==> config.mk <==
export PLATFORM = sky130hd
export DESIGN_NAME = grad_ser_sched
export DESIGN_NICKNAME = d
export VERILOG_FILES = /design/src/rtl/grad_pkg.sv /design/src/rtl/grad_rr_pick.sv /design/src/rtl/grad_ser_sched.sv
export SDC_FILE = /design/constraint.sdc
export NUM_CORES = 1
export LEC_CHECK = 0
export BUFFER_PORTS_ARGS = -buffer_cell sky130_fd_sc_hd__buf_2
export CAP_MARGIN = 20
export CORE_MARGIN = 4
export CORE_UTILIZATION = 53
export CTS_CLUSTER_DIAMETER = 40
export DETAILED_ROUTE_END_ITERATION = 10
export PLACE_DENSITY = 0.78
export SYNTH_ARGS = -nofsm -noshare
export SYNTH_HDL_FRONTEND = slang
export SYNTH_SLANG_ARGS = --single-unit
export TNS_END_PERCENT = 1
==> constraint.sdc <==
create_clock -name S_AXI_ACLK -period 2.37 [get_ports S_AXI_ACLK]
set_clock_uncertainty 0.15 [all_clocks]
set_input_delay 0.5925 -clock S_AXI_ACLK [delete_from_list [all_inputs] [get_ports S_AXI_ACLK]]
set_output_delay 0.5925 -clock S_AXI_ACLK [all_outputs]
set_load 0.005 [all_outputs]
==> src/rtl/grad_pkg.sv <==
// Shared definitions for the gradient output path.
// Holds the scheduler FSM state encoding, the channel count and channel
// index width, and the word layout fields that grad_bram already uses.
package grad_pkg;

  localparam int N_CHAN = 4;
  localparam int CH_W   = 2;

  // Scheduler FSM encoding (2-bit)
  typedef enum logic [1:0] {
    ST_IDLE      = 2'd0,
    ST_ISSUE     = 2'd1,
    ST_WAIT_ACK  = 2'd2,
    ST_WAIT_DONE = 2'd3
  } state_t;

  // Gradient word layout shared with grad_bram
  localparam int DELAY_MSB = 29;
  localparam int DELAY_LSB = 27;
  localparam int DATA_MSB  = 23;
  localparam int DATA_LSB  = 0;

endpackage

==> src/rtl/grad_rr_pick.sv <==
// Round-robin picker for the serialiser scheduler (purely combinational).
// Ports:
//   pend - per-channel pending flags
//   last - channel served most recently
//   sel  - first pending channel after last, wrapping modulo N_CHAN
//   any  - at least one channel is pending (sel is only meaningful then)
module grad_rr_pick
  import grad_pkg::*;
(
  input  logic [N_CHAN-1:0] pend,
  input  logic [CH_W-1:0]   last,
  output logic [CH_W-1:0]   sel,
  output logic              any
);

  logic [CH_W-1:0] idx;
  logic            found;

  assign any = |pend;

  // Scan last+1, last+2, ... last+N_CHAN; the final step wraps to last
  // itself so a lone pending channel equal to last is still picked.
  always_comb begin
    sel   = '0;
    idx   = '0;
    found = 1'b0;
    for (int i = 1; i <= N_CHAN; i++) begin
      idx = last + CH_W'(i);
      if (!found && pend[idx]) begin
        sel   = idx;
        found = 1'b1;
      end
    end
  end

endmodule

==> src/rtl/grad_ser_sched.sv <==
// Scheduler between grad_bram and one shared SPI serialiser.
// Latches per-channel words from grad_bram, then hands them to the
// serialiser one channel at a time in round-robin order.
// Ports:
//   S_AXI_ACLK / S_AXI_ARESETN - clock, synchronous active-low reset
//   data_i, valid_i            - word and per-channel valid pulses from grad_bram
//   ser_busy_i                 - serialiser busy (accept .. shift complete)
//   ser_start_o                - 1-cycle start pulse to the serialiser
//   ser_data_o, ser_chan_o     - word and channel handed to the serialiser
//   serial_busy_o              - to grad_bram: anything pending or in flight
//   data_lost_o                - 1-cycle pulse: a pending word was overwritten
//   pending_o                  - per-channel pending flags (status)
//   ack_err_o                  - sticky: serialiser never acknowledged a start
// Handshake: a start is a single-cycle ser_start_o pulse; the serialiser
// acknowledges by raising ser_busy_i within ACK_TIMEOUT cycles of the pulse
// and signals completion by dropping it. ser_data_o/ser_chan_o hold from
// dispatch until the next dispatch.
module grad_ser_sched
  import grad_pkg::*;
#(
  parameter int DATA_WIDTH  = 32,
  parameter int CHANNELS    = 4,
  parameter int ACK_TIMEOUT = 4
) (
  input  logic                  S_AXI_ACLK,
  input  logic                  S_AXI_ARESETN,
  input  logic [DATA_WIDTH-1:0] data_i,
  input  logic [CHANNELS-1:0]   valid_i,
  input  logic                  ser_busy_i,
  output logic                  ser_start_o,
  output logic [DATA_WIDTH-1:0] ser_data_o,
  output logic [CH_W-1:0]       ser_chan_o,
  output logic                  serial_busy_o,
  output logic                  data_lost_o,
  output logic [CHANNELS-1:0]   pending_o,
  output logic                  ack_err_o
);

  localparam int TW = (ACK_TIMEOUT > 2) ? $clog2(ACK_TIMEOUT) : 1;

  state_t                state;
  logic [DATA_WIDTH-1:0] hold [CHANNELS];
  logic [CHANNELS-1:0]   pend;
  logic [CH_W-1:0]       last;
  logic [CH_W-1:0]       sel;
  logic                  any;
  logic [TW-1:0]         timer;
  logic                  dispatch;
  logic [CHANNELS-1:0]   disp_mask;
  logic [CHANNELS-1:0]   lost_mask;

  grad_rr_pick u_pick (
    .pend (pend),
    .last (last),
    .sel  (sel),
    .any  (any)
  );

  // A channel being dispatched on this edge is free to accept a new word,
  // so it is excluded from loss detection.
  always_comb begin
    dispatch  = (state == ST_IDLE) && any && !ser_busy_i;
    disp_mask = dispatch ? (CHANNELS'(1) << sel) : '0;
    lost_mask = valid_i & pend & ~disp_mask;
  end

  assign serial_busy_o = (state != ST_IDLE) | (|pend);
  assign pending_o     = pend;

  always_ff @(posedge S_AXI_ACLK) begin
    if (!S_AXI_ARESETN) begin
      state       <= ST_IDLE;
      ser_start_o <= 1'b0;
      ser_data_o  <= '0;
      ser_chan_o  <= '0;
      pend        <= '0;
      data_lost_o <= 1'b0;
      ack_err_o   <= 1'b0;
      last        <= CH_W'(CHANNELS - 1);
      timer       <= '0;
      for (int c = 0; c < CHANNELS; c++) hold[c] <= '0;
    end else begin
      for (int c = 0; c < CHANNELS; c++) begin
        if (valid_i[c]) hold[c] <= data_i;
      end
      // A valid on the dispatched channel re-arms it (set wins over clear).
      pend        <= (pend & ~disp_mask) | valid_i;
      data_lost_o <= |lost_mask;

      case (state)
        ST_IDLE: begin
          if (dispatch) begin
            ser_data_o  <= hold[sel];
            ser_chan_o  <= sel;
            last        <= sel;
            ser_start_o <= 1'b1;
            state       <= ST_ISSUE;
          end
        end
        ST_ISSUE: begin
          ser_start_o <= 1'b0;
          timer       <= '0;
          state       <= ST_WAIT_ACK;
        end
        ST_WAIT_ACK: begin
          // Timeout lands ACK_TIMEOUT cycles after ser_start_o rose.
          if (ser_busy_i) begin
            state <= ST_WAIT_DONE;
          end else if (timer == TW'(ACK_TIMEOUT - 2)) begin
            ack_err_o <= 1'b1;
            state     <= ST_IDLE;
          end else begin
            timer <= timer + TW'(1);
          end
        end
        ST_WAIT_DONE: begin
          if (!ser_busy_i) state <= ST_IDLE;
        end
        default: state <= ST_IDLE;
      endcase
    end
  end

endmodule

==> impl_metrics.toml, run 1 <==
[global_routing]
grt_pass1_vias = 6212
grt_max_degree = 89
globalRouteOverflowTotal = 0
grt_usage = 0.238
grt_pass1_wl_um = 32800
antenna_found_initial = 0

[final_layout]
area_growth_pct = 15.4
final_nets = 767
final_cell_mix = "and3_1, edfxtp_1, buf_2"
drive_above_1_share = 0.254
fin_cells = 924
multi_input_area_um2 = 2920
seqCellArea_um2 = 4790
fillers = 1113
antennaDiodeCount = 0

[worst_setup_path]
worstPathArrival_ns = 1.55
cp.required_ns = 1.63
r2r_end = "ser_data_o[10]"
path_class = "flip-flop to output port"
cp-startpoint = "pending_o[3]"
r2r_slack_ns = 0.17
start_kind = "flip-flop"
reg2reg_depth = 6
crit_fanout = 11
critical_path.endpoint_type = "output port"
crit_end = "serial_busy_o"
rr_startpoint = "last[1]"

[power]
peakVddDrop_mv = 0.584
total_power_uw = 7670
p_per_area_nw_per_um2 = 822
p_leak_uw = 0.00404

[drt]
postRouteAntennaNets = 0
first_pass_iters = 5
first_iter_violations = 695
via_count = 5955
viasPerCell = 6.44
drc_errors = 0
routed_wirelength_um = 20600
wl_per_cell_um = 22.3

[synth]
yosysTopAreaCell = "edfxtp_1"
synth_warnings = 0
ys_ff_latch = 175
syn_area_um2 = 8090
avgSynthCellArea_um2 = 12.2
synth_edf_count = 128
synth_fp_nets = 702
syn_inst = 662
synth_cell_type_count = 51
async_reset_ff_frac = 0
ys_seq_area_frac = 0.592
synth_area_leaders = "edfxtp_1, dfxtp_1, and3_1, nor3b_1, a221oi_2"
ys.flop_type = "edfxtp_1"
synth_top_area_frac = 0.475

[sta]
max_freq_ghz = 0.436
layout_setup_ws_ns = 0.0766
final_hold_viol_count = 0
fin_crit_sh = 0.968
fin_crit_ns = 2.29
slew_headroom = 0.586
worst_pin_slew_ns = 0.618
setup_viol = 0
rsz0062_at_grt = "yes"
slew_violations = 0

[place]
place_inst = 891
place_congestion = 0.841
portBuffers = 80
dp_slack_ns = 0.230
hpwl_um = 12400

[outcome]
status = "completed"

[cts]
clkSinkCount = 175
cts_hold_buf = 0
htree_levels = 4
cts_root_buffer = "clkbuf_16"
cts.path.max_buffers = 2
clk_latency_ns = 0.43
cts_buffers = 17
path_clk_slew_ns = 0.06
cts_tree = "built"

[die]
die_w_um = 132
ios = 81
fp.dieArea_um2 = 17300
core_um2 = 14800
start_util = 0.548
fp.dieH_um = 132
rows = 44

[hold_path]
hp-class = "flip-flop to flip-flop"

[job]
maxCapViolCount = 0
worst min path at each step:
| stage | from | end | slack (ns) | depth (start not counted) |
|---|---|---|---|---|
| after detailed placement | ack_err_o | ack_err_o | 0.31 | 1 |
| after global placement | ack_err_o | ack_err_o | 0.29 | 1 |
| after floorplan | ser_chan_o[1] | ser_chan_o[1] | 0.31 | 2 |
| after global routing | data_i[5] | hold[3][5] | 0.36 | 2 |
| after CTS | ack_err_o | ack_err_o | 0.32 | 1 |
| final | ack_err_o | ack_err_o | 0.32 | 1 |
cell families after synthesis:
kind of cell    count (synthesis)  synth area share
mux                            33            0.0421
flops                         175             0.592
buf+inv                        77            0.0520
simple gates                  225             0.181
compound gates                151             0.132
fa+ha+maj                       1           0.00155
metrics by stage:
step	setup TNS [ns]	utilization	cell area (µm²)	hold slack, ns
finish	0	0.632	9330	0.322
global route	-0.00534	0.632	9330	0.355
CTS	0	0.632	9320	0.321
detailed placement	0	0.592	8730	0.306
global placement	0	0.592	8730	0.294
floorplan	0	-	8090	0.310
metal layers:
layer | wire length (µm) | GRT usage | up-vias
li1 | - | - | 2655
met1 | 8370 | 0.307 | 2978
met2 | 10300 | 0.399 | 277
met3 | 1520 | 0.0501 | 45
met4 | 401 | 0.0898 | 0
met5 | 0 | 0 | -
registers in the layout, summed over array words and instances (netlist names):
signal	cells
data_lost_o	1
state	2
last	2
ser_data_o	32
ser_start_o	1
ser_chan_o	2
pending_o	4
ack_err_o	1
hold	128
timer	2
area by class of cell:
type	count	share of cell area
timing repair buffer	114	0.0839
sequential	175	0.513
clock buffer	23	0.0502
tap	184	0.0247
clock inverter	9	0.0118
inverter	9	0.00362
multi-input combinational	410	0.313
worst max-delay path, cell delays in order, from the launching register on:
cell and delay (ns):
dfxtp_2 0.40, nor2_4 0.19, nand2_1 0.09, or3_1 0.31, buf_2 0.14
Yosys cell counts, types with 7 or more instances:
cell,instances
a221oi_1,7
o21ai_1,7
buf_2,18
mux2i_1,28
clkbuf_1,32
inv_1,9
buf_6,11
a21oi_1,43
nor3b_1,49
a221oi_2,20
o21ai_0,48
edfxtp_1,128
nor2_1,8
nand2_1,8
and3_1,128
dfxtp_1,47
timing repair:
action | 4_1_cts | 5_1_grt
pin swaps | 0 | 1
gates resized for setup | 3 | 1
endpoints found under the setup margin | 1 | 2
setup buffers | 0 | 1
power breakdown:
group | switching [µW] | total [µW] | internal, µW
clock | 1130 | 2740 | 1610
combinational | 729 | 1220 | 487
sequential | 145 | 3720 | 3570
Power figures use the tool's default switching activity.
==> inputs of run 2 (changes only) <==
CORE_UTILIZATION = 64   (was 53)
PLACE_DENSITY = 0.87   (was 0.78)
clock period = 2.7 ns   (was 2.37 ns; I/O delays follow)
==> impl_metrics.toml, run 2 (synthesized netlist as in run 1, its figures left out) <==
[outcome]
status = "completed"

[hold_path]
hp-class = "flip-flop to flip-flop"

[final_layout]
antennaDiodeCount = 0
fillers = 779
area_growth_pct = 13.8
final_cell_mix = "and3_1, edfxtp_1, buf_2"
top_register = "hold"
seqCellArea_um2 = 4780
drive_above_1_share = 0.241
fin_cells = 902
final_nets = 761
largest_reg_flops = 128
multi_input_area_um2 = 2900

[die]
fp.dieH_um = 120
die_w_um = 120
start_util = 0.662
rows = 40
ios = 81
core_um2 = 12200
fp.dieArea_um2 = 14500

[cts]
post-cts-setup-buffer-count = 0
cts_buffers = 17
clk_latency_ns = 0.43
path_clk_slew_ns = 0.06
cts_root_buffer = "clkbuf_16"
cts_tree = "built"
cts_resized = 0
htree_levels = 4
cts_hold_buf = 0
clkSinkCount = 175
cts.path.max_buffers = 2

[sta]
slew_headroom = 0.482
rsz0062_at_grt = "no"
slew_violations = 0
fin_crit_sh = 0.951
fin_crit_ns = 2.57
final.setup.tns_ns = 0
setup_viol = 0
max_freq_ghz = 0.389
final_hold_viol_count = 0
worst_pin_slew_ns = 0.775

[worst_setup_path]
crit_family = "simple AND/OR/NAND/NOR gates"
worstPathArrival_ns = 1.74
max_stage_delay_ns = 0.41
r2r_slack_ns = 0.29
crit_fanout = 9
path_class = "flip-flop to output port"
crit_slowest_cell = "dfxtp_1"
start_kind = "flip-flop"
crit_buf_inv = 1
critical_path.endpoint_type = "output port"
cp.required_ns = 1.88
worstPathCellList = "nor2_2, nand2_1, or3_1, buf_2"

[power]
peakVddDrop_mv = 0.528
p_leak_uw = 0.00400
p_per_area_nw_per_um2 = 741

[place]
place_inst = 870
portBuffers = 80
place_congestion = 0.868
hpwl_um = 11700

[global_routing]
antenna_found_initial = 0
globalRouteOverflowTotal = 0
grt_max_degree = 93
grt_usage = 0.279
grt_pass1_wl_um = 31300
grt_pass1_vias = 5879

[drt]
via_count = 5933
routed_wirelength_um = 20100
first_iter_violations = 598
drc_errors = 0
wl_per_cell_um = 22.3
viasPerCell = 6.58
postRouteAntennaNets = 0
first_pass_iters = 6

[job]
maxCapViolCount = 0
run 2: stage by stage:
stage	cell area (µm²)	setup WS (ns)	total power, µW	util	hold slack [ns]
floorplan	8090	0.283	3960	-	0.310
global placement	8600	0.472	4250	0.704	0.296
detailed placement	8600	0.403	4320	0.704	0.314
CTS	9200	0.161	6820	0.754	0.322
global route	9200	0.0465	7040	0.754	0.358
finish	9200	0.132	6820	0.754	0.323
run 2: path summary, 6_finish.rpt:
path                 start        endpoint  cells after the start
min reg2reg  ser_chan_o[1]   ser_chan_o[1]                      2
max reg2reg        last[1]  ser_data_o[16]                      6
min          ser_chan_o[1]   ser_chan_o[1]                      2
max           pending_o[1]   serial_busy_o                      4
run 2: worst reg2reg max path, cell delays in order (launching register included):
cell     delay (ns)
dfxtp_1        0.64
nand2_1        0.17
o21ai_4        0.64
buf_4          0.33
nor3b_1        0.09
mux2i_1        0.20
a21oi_1        0.09
run 2: layout make-up:
class,count,share of cell area
sequential,175,0.520
multi-input combinational,410,0.315
timing repair buffer,108,0.0734
clock buffer,18,0.0466
tap,168,0.0228
clock inverter,14,0.0188
inverter,9,0.00367
run 2: report_power, final:
group,internal [µW],switching (µW)
clock,1530,987
combinational,407,634
sequential,3140,129
total,5070,1750
run 2: layer usage:
metal,track usage,routed length (µm)
met5,0,0
met4,0.0970,372
met3,0.0622,2210
met2,0.466,10000
met1,0.363,7520
==> inputs of run 3 (changes only) <==
ABC_AREA = 1   (was not set)
CORE_UTILIZATION = 63   (was 64)
PLACE_DENSITY = 0.86   (was 0.87)
==> impl_metrics.toml, run 3 <==
[synth]
avgSynthCellArea_um2 = 9.14
synth_top_area_frac = 0.485
synth_area_leaders = "edfxtp_1, dfxtp_1, nand2_1, nor2_1, nand3_1"
syn_inst = 868
yosysMostFrequentCell = "nand2_1"
ys_seq_area_frac = 0.603
synth_common_cells = "nand2_1, nor2_1, edfxtp_1"
synth_edf_count = 128
ys_ff_latch = 175
synth_fp_nets = 908
yosysTopAreaCell = "edfxtp_1"
synth_warnings = 0
synth_cell_type_count = 35
async_reset_ff_frac = 0
syn_area_um2 = 7930
ys.flop_type = "edfxtp_1"

[drt]
wl_met2_um = 9460
top_layer_used = "met4"
routed_wirelength_um = 19200
postRouteAntennaNets = 0
viasPerCell = 5.59
wl_met1_um = 7340
via_count = 6269
first_iter_violations = 659
met3RoutedLength_um = 1780
first_pass_iters = 5
wl_per_cell_um = 17.1
drc_errors = 0

[sta]
final.setup.tns_ns = 0
setup_viol = 0
slew_headroom = 0.379
worst_pin_slew_ns = 0.931
fin_crit_ns = 2.51
max_freq_ghz = 0.398
final_hold_viol_count = 0
whs_ns = 0.301
fin_crit_sh = 0.931
rsz0062_at_grt = "no"
slew_violations = 0

[final_layout]
antennaDiodeCount = 0
finalInstanceArea_um2 = 9100
final_core_util = 0.748
final_nets = 980
top_register = "hold"
area_growth_pct = 14.7
final_common_cell = "nand2_1"
largest_reg_flops = 128
drive_above_1_share = 0.196
final_cell_mix = "nand2_1, nor2_1, edfxtp_1"

[cts]
cts_hold_buf = 0
cts_tree = "built"
cts.path.max_buffers = 2
htree_levels = 4
cts_root_buffer = "clkbuf_16"
cts_buffers = 17
post-cts-setup-buffer-count = 0
clkSinkCount = 175
path_clk_slew_ns = 0.06
clk_latency_ns = 0.43
cts_resized = 0

[global_routing]
grt_pass1_vias = 5898
grt_pass1_wl_um = 29600
grt_max_degree = 74
grt_usage = 0.264
antenna_found_initial = 0
globalRouteOverflowTotal = 0

[place]
hpwl_um = 10500
dpl_cell_area_um2 = 8420
portBuffers = 80
place_congestion = 0.847

[die]
die_w_um = 120
core_um2 = 12200
ios = 81
start_util = 0.652
rows = 40
fp.dieH_um = 120
fp.dieArea_um2 = 14500

[worst_setup_path]
path_class = "flip-flop to output port"
cp.required_ns = 1.88
crit_fanout = 7
worstPathCellList = "nor4_1, nand2_1, buf_2"
worstPathArrival_ns = 1.69
critical_path.endpoint_type = "output port"
start_kind = "flip-flop"
crit_slowest_cell = "nor4_1"
max_stage_delay_ns = 0.62

[hold_path]
hp-class = "flip-flop to flip-flop"

[power]
p_leak_uw = 0.00417
peakVddDrop_mv = 0.660
p_per_area_nw_per_um2 = 1140

[outcome]
status = "completed"

[job]
maxCapViolCount = 0
-- run 3: metrics by stage --
stage	total power (µW)	cells	setup slack, ns
finish	10300	1121	0.186
global route	10900	1121	0.00662
CTS	10100	1119	0.0252
detailed placement	7410	1087	0.0517
global placement	7300	1087	0.144
floorplan	6550	868	0.508
-- run 3: kinds of logic after synthesis --
family | share of synthesized area
buffers and inverters | 0.0680
adder cells (fa/ha/maj) | 0.00158
AND/OR/NAND/NOR | 0.299
flip-flops | 0.603
AO/OA/AOI/OAI | 0.0287
-- run 3: path summary, 6_finish.rpt --
| check | start | to | slack, ns | depth (start not counted) |
|---|---|---|---|---|
| setup / recovery | pending_o[1] | serial_busy_o | 0.19 | 3 |
| hold / removal | timer[0] | timer[0] | 0.30 | 1 |
| setup reg to reg | last[0] | ser_data_o[15] | 0.22 | 15 |
| hold reg to reg | timer[0] | timer[0] | 0.30 | 1 |
-- run 3: power breakdown --
part	total, µW	switching [µW]	internal, µW	leakage, µW
registers	3530	223	3300	0.00176
logic	4120	2860	1270	0.00209
clock network	2680	989	1690	0.000317
-- run 3: layer usage --
metal | up-vias | GRT usage
met4 | 0 | 0.119
met5 | - | 0
li1 | 2938 | -
met1 | 2930 | 0.338
met3 | 52 | 0.0538
met2 | 349 | 0.437
-- run 3: critical path: cells and delay by family, from the launching register on --
family,cells,cell delay (ns)
buffers and inverters,1,0.15
flip-flops,1,0.41
AND/OR/NAND/NOR,2,0.70
-- run 3: cell type report --
class	instances	area, µm²
Timing Repair Buffer	99	563
Fill cell	784	3060
Clock inverter	10	181
Clock buffer	22	464
Tap cell	168	210
Sequential cell	175	4790
Multi-Input combinational cell	579	2640
Inverter	68	258
